[src/rtl/wbf_pkg.sv]
// Shared definitions for the weight buffer: config opcodes and controller states.
package wbf_pkg;

    localparam logic [1:0] ISA_LOAD  = 2'b00;
    localparam logic [1:0] ISA_SERVE = 2'b01;

    typedef enum logic [1:0] {
        IDLE  = 2'd0,
        LOAD  = 2'd1,
        SERVE = 2'd2
    } wbfState_e;

endpackage

[src/rtl/wbf_ram.sv]
// Single-port weight array: synchronous write and registered read on a shared address.
module wbf_ram #(
    parameter int DATA_WIDTH = 8,
    parameter int ADDR_WIDTH = 8
) (
    input  logic                  clk,
    input  logic                  rst_n,
    input  logic                  wrEn,
    input  logic                  rdEn,
    input  logic [ADDR_WIDTH-1:0] adr,
    input  logic [DATA_WIDTH-1:0] wrDat,
    output logic [DATA_WIDTH-1:0] rdDat
);

    logic [DATA_WIDTH-1:0] mem [2**ADDR_WIDTH];

    // NOTE: the array has no reset so it maps onto RAM macros; only the read register clears.
    always_ff @(posedge clk) begin
        if (wrEn) begin
            mem[adr] <= wrDat;
        end
    end

    always_ff @(posedge clk) begin
        if (!rst_n) begin
            rdDat <= '0;
        end else if (rdEn) begin
            rdDat <= mem[adr];
        end
    end

endmodule

[src/rtl/wei_buf.sv]
// Weight buffer: TOP streams weights in (LOAD), then WCA reads them back by address (SERVE).
module wei_buf
    import wbf_pkg::*;
#(
    parameter int ISA_WIDTH      = 2,
    parameter int DATA_WIDTH     = 8,
    parameter int WEI_ADDR_WIDTH = 8
) (
    input  logic                      clk,
    input  logic                      rst_n,
    input  logic                      TOPWBF_CfgVld,
    input  logic [ISA_WIDTH-1:0]      TOPWBF_CfgISA,
    input  logic [WEI_ADDR_WIDTH-1:0] TOPWBF_CfgNum,
    output logic                      WBFTOP_CfgRdy,
    input  logic                      TOPWBF_DatVld,
    input  logic [DATA_WIDTH-1:0]     TOPWBF_Dat,
    output logic                      WBFTOP_DatRdy,
    input  logic                      WCAWBF_AdrVld,
    input  logic [WEI_ADDR_WIDTH-1:0] WCAWBF_Adr,
    output logic                      WBFWCA_AdrRdy,
    output logic                      WBFWCA_DatVld,
    output logic [DATA_WIDTH-1:0]     WBFWCA_Dat,
    input  logic                      WCAWBF_DatRdy
);

    localparam logic [WEI_ADDR_WIDTH:0] CNT_ONE = 1;

    wbfState_e                 state;
    logic [WEI_ADDR_WIDTH-1:0] numQ;
    logic [WEI_ADDR_WIDTH-1:0] wrCnt;
    logic [WEI_ADDR_WIDTH:0]   rdCnt;
    logic                      datVld;

    logic                      topHs;
    logic                      adrHs;
    logic                      rdHs;
    logic                      outFree;
    logic                      serveDone;
    logic [WEI_ADDR_WIDTH:0]   numExt;
    logic [WEI_ADDR_WIDTH-1:0] ramAdr;

    assign numExt  = {1'b0, numQ};
    // The output slot can take a new word when it is empty or being drained this cycle.
    assign outFree = !datVld || WCAWBF_DatRdy;

    assign WBFTOP_CfgRdy = (state == IDLE);
    assign WBFTOP_DatRdy = (state == LOAD);
    assign WBFWCA_AdrRdy = (state == SERVE) && (rdCnt <= numExt) && outFree;
    assign WBFWCA_DatVld = datVld;

    assign topHs     = TOPWBF_DatVld && WBFTOP_DatRdy;
    assign adrHs     = WCAWBF_AdrVld && WBFWCA_AdrRdy;
    assign rdHs      = datVld && WCAWBF_DatRdy;
    assign serveDone = (state == SERVE) && (rdCnt == numExt + CNT_ONE) && outFree;
    assign ramAdr    = (state == LOAD) ? wrCnt : WCAWBF_Adr;

    // NOTE: all state below uses <= so every register samples pre-edge values in the same cycle.
    always_ff @(posedge clk) begin
        if (!rst_n) begin
            state  <= IDLE;
            numQ   <= '0;
            wrCnt  <= '0;
            rdCnt  <= '0;
            datVld <= 1'b0;
        end else begin
            case (state)
                IDLE: begin
                    if (TOPWBF_CfgVld) begin
                        numQ  <= TOPWBF_CfgNum;
                        wrCnt <= '0;
                        rdCnt <= '0;
                        if (TOPWBF_CfgISA == ISA_WIDTH'(ISA_LOAD)) begin
                            state <= LOAD;
                        end else if (TOPWBF_CfgISA == ISA_WIDTH'(ISA_SERVE)) begin
                            state <= SERVE;
                        end
                    end
                end
                LOAD: begin
                    if (topHs) begin
                        wrCnt <= wrCnt + 1'b1;
                        if (wrCnt == numQ) begin
                            state <= IDLE;
                        end
                    end
                end
                SERVE: begin
                    if (adrHs) begin
                        rdCnt  <= rdCnt + 1'b1;
                        datVld <= 1'b1;
                    end else if (rdHs) begin
                        datVld <= 1'b0;
                    end
                    if (serveDone) begin
                        state <= IDLE;
                    end
                end
                default: state <= IDLE;
            endcase
        end
    end

    wbf_ram #(
        .DATA_WIDTH (DATA_WIDTH),
        .ADDR_WIDTH (WEI_ADDR_WIDTH)
    ) u_ram (
        .clk   (clk),
        .rst_n (rst_n),
        .wrEn  (topHs),
        .rdEn  (adrHs),
        .adr   (ramAdr),
        .wrDat (TOPWBF_Dat),
        .rdDat (WBFWCA_Dat)
    );

endmodule

[config.mk]
export PLATFORM = sky130hd
export DESIGN_NAME = wei_buf
export DESIGN_NICKNAME = d
export VERILOG_FILES = /design/src/rtl/wbf_pkg.sv /design/src/rtl/wbf_ram.sv /design/src/rtl/wei_buf.sv
export SDC_FILE = /design/constraint.sdc
export NUM_CORES = 2
export LEC_CHECK = 0
export CORE_MARGIN = 2
export CORE_UTILIZATION = 50
export CTS_BUF_LIST = sky130_fd_sc_hd__clkbuf_8
export DETAILED_ROUTE_END_ITERATION = 8
export PLACE_DENSITY_LB_ADDON = 0.15
export SYNTH_ARGS = -nofsm -noshare
export SYNTH_HDL_FRONTEND = slang
export SYNTH_SLANG_ARGS = --single-unit
[constraint.sdc]
create_clock -name clk -period 4.55 [get_ports clk]
set_input_delay 0.6825 -clock clk [delete_from_list [all_inputs] [get_ports clk]]
set_output_delay 0.6825 -clock clk [all_outputs]
set_load 0.02 [all_outputs]
==> flow_summary.rst <==
.. list-table::
   :header-rows: 1

   * - Metric
     - Value
   * - Clock Root Buffer
     - clkbuf_8
   * - Final Net Count
     - 5296
   * - Actual transition at the worst max-transition pin
     - 1.14 ns
   * - Sequential share of the synthesized area
     - 0.793
   * - Number of antenna violations at the first check in global routing
     - 4
   * - Maximum operating frequency
     - 232 MHz
   * - Number of fillers in the final layout
     - 12000
   * - Clk network pwr share
     - 0.376
   * - Hold-fix buffers at CTS
     - 0
   * - Count of routing violations after the opening detailed-route iteration
     - 8037
   * - Number of input and output port buffers inserted
     - 43
   * - Worst-case headroom to the max-slew limit
     - 0.239
   * - Synth unique cells
     - 65
   * - Starting Density
     - 0.503
   * - Leading cell type in the layout, fill and taps excluded
     - edfxtp_1
   * - Summed area of non-filler cells in the final layout
     - 90300 um^2
   * - Clock skew after layout
     - 0.0835 ns
   * - Setup crit end kind
     - flop
   * - Number of hold-slack violations in the final timing report
     - 0
   * - Top-level port count
     - 44
   * - First-pass GRT wire length
     - 340 mm
   * - Hold Path Class
     - primary input to flop
   * - Switching Power
     - 9.28 mW
   * - Post-synthesis sequential element count
     - 2084
   * - DP Wirelength
     - 145 mm
   * - Dpl cell area
     - 84400 um^2
   * - First drt pass iteration count
     - 9
   * - Total die area
     - 160000 um^2
   * - Startpoint-to-endpoint class of the critical path
     - flop to flop
   * - Leakage
     - 28.9 nW
   * - Count of H-tree levels built during CTS
     - 5
   * - # rows
     - 145
   * - Synthesized area divided by synthesized cell count
     - 16.6 um^2
   * - Overflow left after global routing
     - 0
   * - Nature of the critical path startpoint
     - flop
   * - Routed length per placed instance
     - 31.7 um
   * - Final weighted congestion of routability-driven global placement
     - 0.873
   * - Layout cell share with drive strength beyond 1
     - 0.169
   * - PostCTS Resize Cnt
     - 0
   * - Setup_tns
     - 0 ns
   * - Proportion of power drawn by flip-flops and latches
     - 0.546
   * - Highest-count cells in the layout ignoring fill and taps
     - 2048 x edfxtp_1, 543 x a22oi_1, 435 x buf_4
   * - Worst Setup Slack post-DPL
     - -0.0804 ns
   * - Outcome
     - completed
   * - TritonCTS clock tree
     - yes
   * - Post-synth design cell area
     - 78500 um^2
   * - Net switching fraction of the power
     - 0.240
   * - Count of unresolved DRC violations after routing
     - 0
   * - Ratio of final minimum period to clock period
     - 0.949
   * - Count of flip-flops with a built-in enable after synthesis
     - 2048
   * - Shortest clock period the worst path allows after layout
     - 4.32 ns
   * - Power density normalized to cell area
     - 428 nW/um^2
   * - Synth Net Count
     - 4771
   * - Latest clock arrival within the worst-skew pair
     - 1.04 ns
   * - Die X
     - 400 um
   * - RSZ-0062 raised after global routing
     - false
   * - Routed vias
     - 49100
   * - Post-route ant nets
     - 0
   * - IR Drop Worst-Case VDD
     - 359 uV
   * - Area growth, synth to finish
     - 15.0%
   * - Chip height
     - 400 um
   * - Required time at the endpoint of the critical path
     - 5.52 ns
   * - Number of buffers added for setup after CTS
     - 0
   * - Vias in the first global route
     - 47200
   * - Pins Over Slew Limit
     - 0
   * - Share of async-settable or async-resettable flops after synthesis
     - 0
   * - Worst EP arrival
     - 5.28 ns
   * - Pin count of the biggest net entering global routing
     - 138
   * - Max Buffers Root-to-Sink
     - 4
   * - Critical path fanouts, max
     - 20
   * - Total wirelength of the detailed-routed design
     - 239 mm
   * - Number of sinks on the clock net
     - 2084
   * - Number of clock buffers inserted by TritonCTS
     - 346
   * - Area taken by multi-input logic gates
     - 14600 um^2
   * - Comb pwr share
     - 0.077
   * - Total global-route track usage
     - 0.294
   * - Number of synthesis warnings
     - 0
   * - Max-Cap Viols
     - 0
   * - Footprint of the flip-flops and latches
     - 62200 um^2
   * - Dominant synthesized flop cell
     - edfxtp_1
   * - Final setup viols
     - 0
   * - Core Region
     - 156000 um^2
   * - Final critical-path setup slack
     - 0.233 ns
   * - Reg clk slew, reported paths
     - 0.06 ns
   * - Internal power
     - 29.4 mW
   * - Cell count after synthesis
     - 4728
   * - Routed via count divided by cell count
     - 6.51
## power groups by stage
stage          Combinational, mW  Clock [mW]  Sequential, mW
2_1_floorplan               1.36           0            21.5
3_3_place_gp                2.93           0            21.5
3_5_place_dp                2.95           0            21.5
4_1_cts                     2.96        14.7            21.1
5_1_grt                     3.12        15.5            21.1
6_report                    2.99        14.5            21.1
## cells in the mapped netlist (4+ instances only)
| library cell | instances | share of area |
|---|---|---|
| o221ai_1 | 4 | 0.00045 |
| a221oi_2 | 4 | 0.00077 |
| nor3_1 | 17 | 0.0011 |
| a222oi_1 | 178 | 0.023 |
| mux2i_1 | 7 | 0.00089 |
| and2_1 | 4 | 0.00032 |
| a21boi_0 | 10 | 0.00096 |
| a32oi_1 | 19 | 0.0021 |
| buf_4 | 33 | 0.0032 |
| nand2_1 | 215 | 0.010 |
| a21oi_1 | 162 | 0.010 |
| nor4_1 | 33 | 0.0026 |
| inv_1 | 15 | 0.00072 |
| a221oi_1 | 62 | 0.0069 |
| a22oi_1 | 543 | 0.052 |
| nand4_1 | 59 | 0.0047 |
| nand3_1 | 335 | 0.021 |
| a311oi_1 | 50 | 0.0056 |
| xor2_1 | 15 | 0.0017 |
| xnor2_1 | 16 | 0.0018 |
| nor2b_1 | 4 | 0.00032 |
| a41oi_1 | 4 | 0.00045 |
| ha_1 | 11 | 0.0018 |
| dfxtp_1 | 36 | 0.0092 |
| o21a_1 | 4 | 0.00038 |
| nor2_1 | 282 | 0.013 |
| buf_6 | 7 | 0.0010 |
| o22ai_1 | 30 | 0.0024 |
| a31oi_1 | 33 | 0.0026 |
| buf_1 | 27 | 0.0013 |
| edfxtp_1 | 2048 | 0.78 |
| buf_2 | 160 | 0.010 |
| a22o_1 | 65 | 0.0073 |
| o21ai_0 | 23 | 0.0015 |
| and3_1 | 38 | 0.0030 |
| clkbuf_1 | 133 | 0.0064 |
## critical path: stages (launching register included)
cell,delay (ns)
dfxtp_1,0.50
nand2b_4,0.48
inv_2,0.21
o31ai_4,0.64
buf_12,0.27
buf_4,0.25
a222oi_1,0.09
and3_1,0.18
a21oi_1,0.32
nand3_1,0.21
a221oi_2,0.66
o21ai_0,0.25
a31oi_1,0.18
## logic make-up (layout without fill, tap and decap cells)
logic type / Yosys count / in the layout / synth area share
flops: 2084 / 2084 / 0.793
compound gates: 1210 / 1210 / 0.119
simple gates: 1004 / 1004 / 0.0590
buf+inv: 376 / 1133 / 0.0228
xor+xnor: 31 / 31 / 0.00346
mux: 12 / 12 / 0.00177
fa+ha+maj: 11 / 11 / 0.00175
other cells: 0 / 5 / 0
## per-layer routing
layer | global-route usage | wire, um | share of wire
met4 | 0.0976 | 7150 | 0.030
met5 | 0 | 26 | 0.00011
met1 | 0.427 | 95500 | 0.40
met2 | 0.448 | 110000 | 0.46
met3 | 0.0573 | 26900 | 0.11
## layout make-up
cell class	count	area share
flip-flops and latches	2084	0.689
multi-input cells	2268	0.162
repair buffers	537	0.0544
clock buffers	355	0.0541
well taps	2058	0.0285
clock inverters	225	0.0110
inverters	16	0.000665
diodes	5	0.000139
## path summary, 6_finish.rpt
kind | startpoint | to | slack (ns) | cells past startpoint
max | state[1] | u_ram.rdDat[0] | 0.23 | 12
min | TOPWBF_Dat[6] | u_ram.mem[54][6] | 0.22 | 1
min reg2reg | WBFWCA_DatVld | WBFWCA_DatVld | 0.49 | 2
max reg2reg | state[1] | u_ram.rdDat[0] | 0.23 | 12
## per-stage QoR
stage                     instances  power, mW  hold WS [ns]  utilization
after floorplan                4728       22.9         0.459            -
after global placement         6962       24.4         0.481        0.541
after detailed placement       6963       24.5         0.489        0.541
after CTS                      7543       38.8         0.129        0.579
after global routing           7544       39.7         0.192        0.579
final                          7548       38.6         0.221        0.579
## state kept, by name, summed over array words and instances, names as in the netlist
register / count
u_ram.mem: 2048
rdCnt: 9
numQ: 8
u_ram.rdDat: 8
wrCnt: 8
state: 2
WBFWCA_DatVld: 1
(Power assumes the default switching activity.)
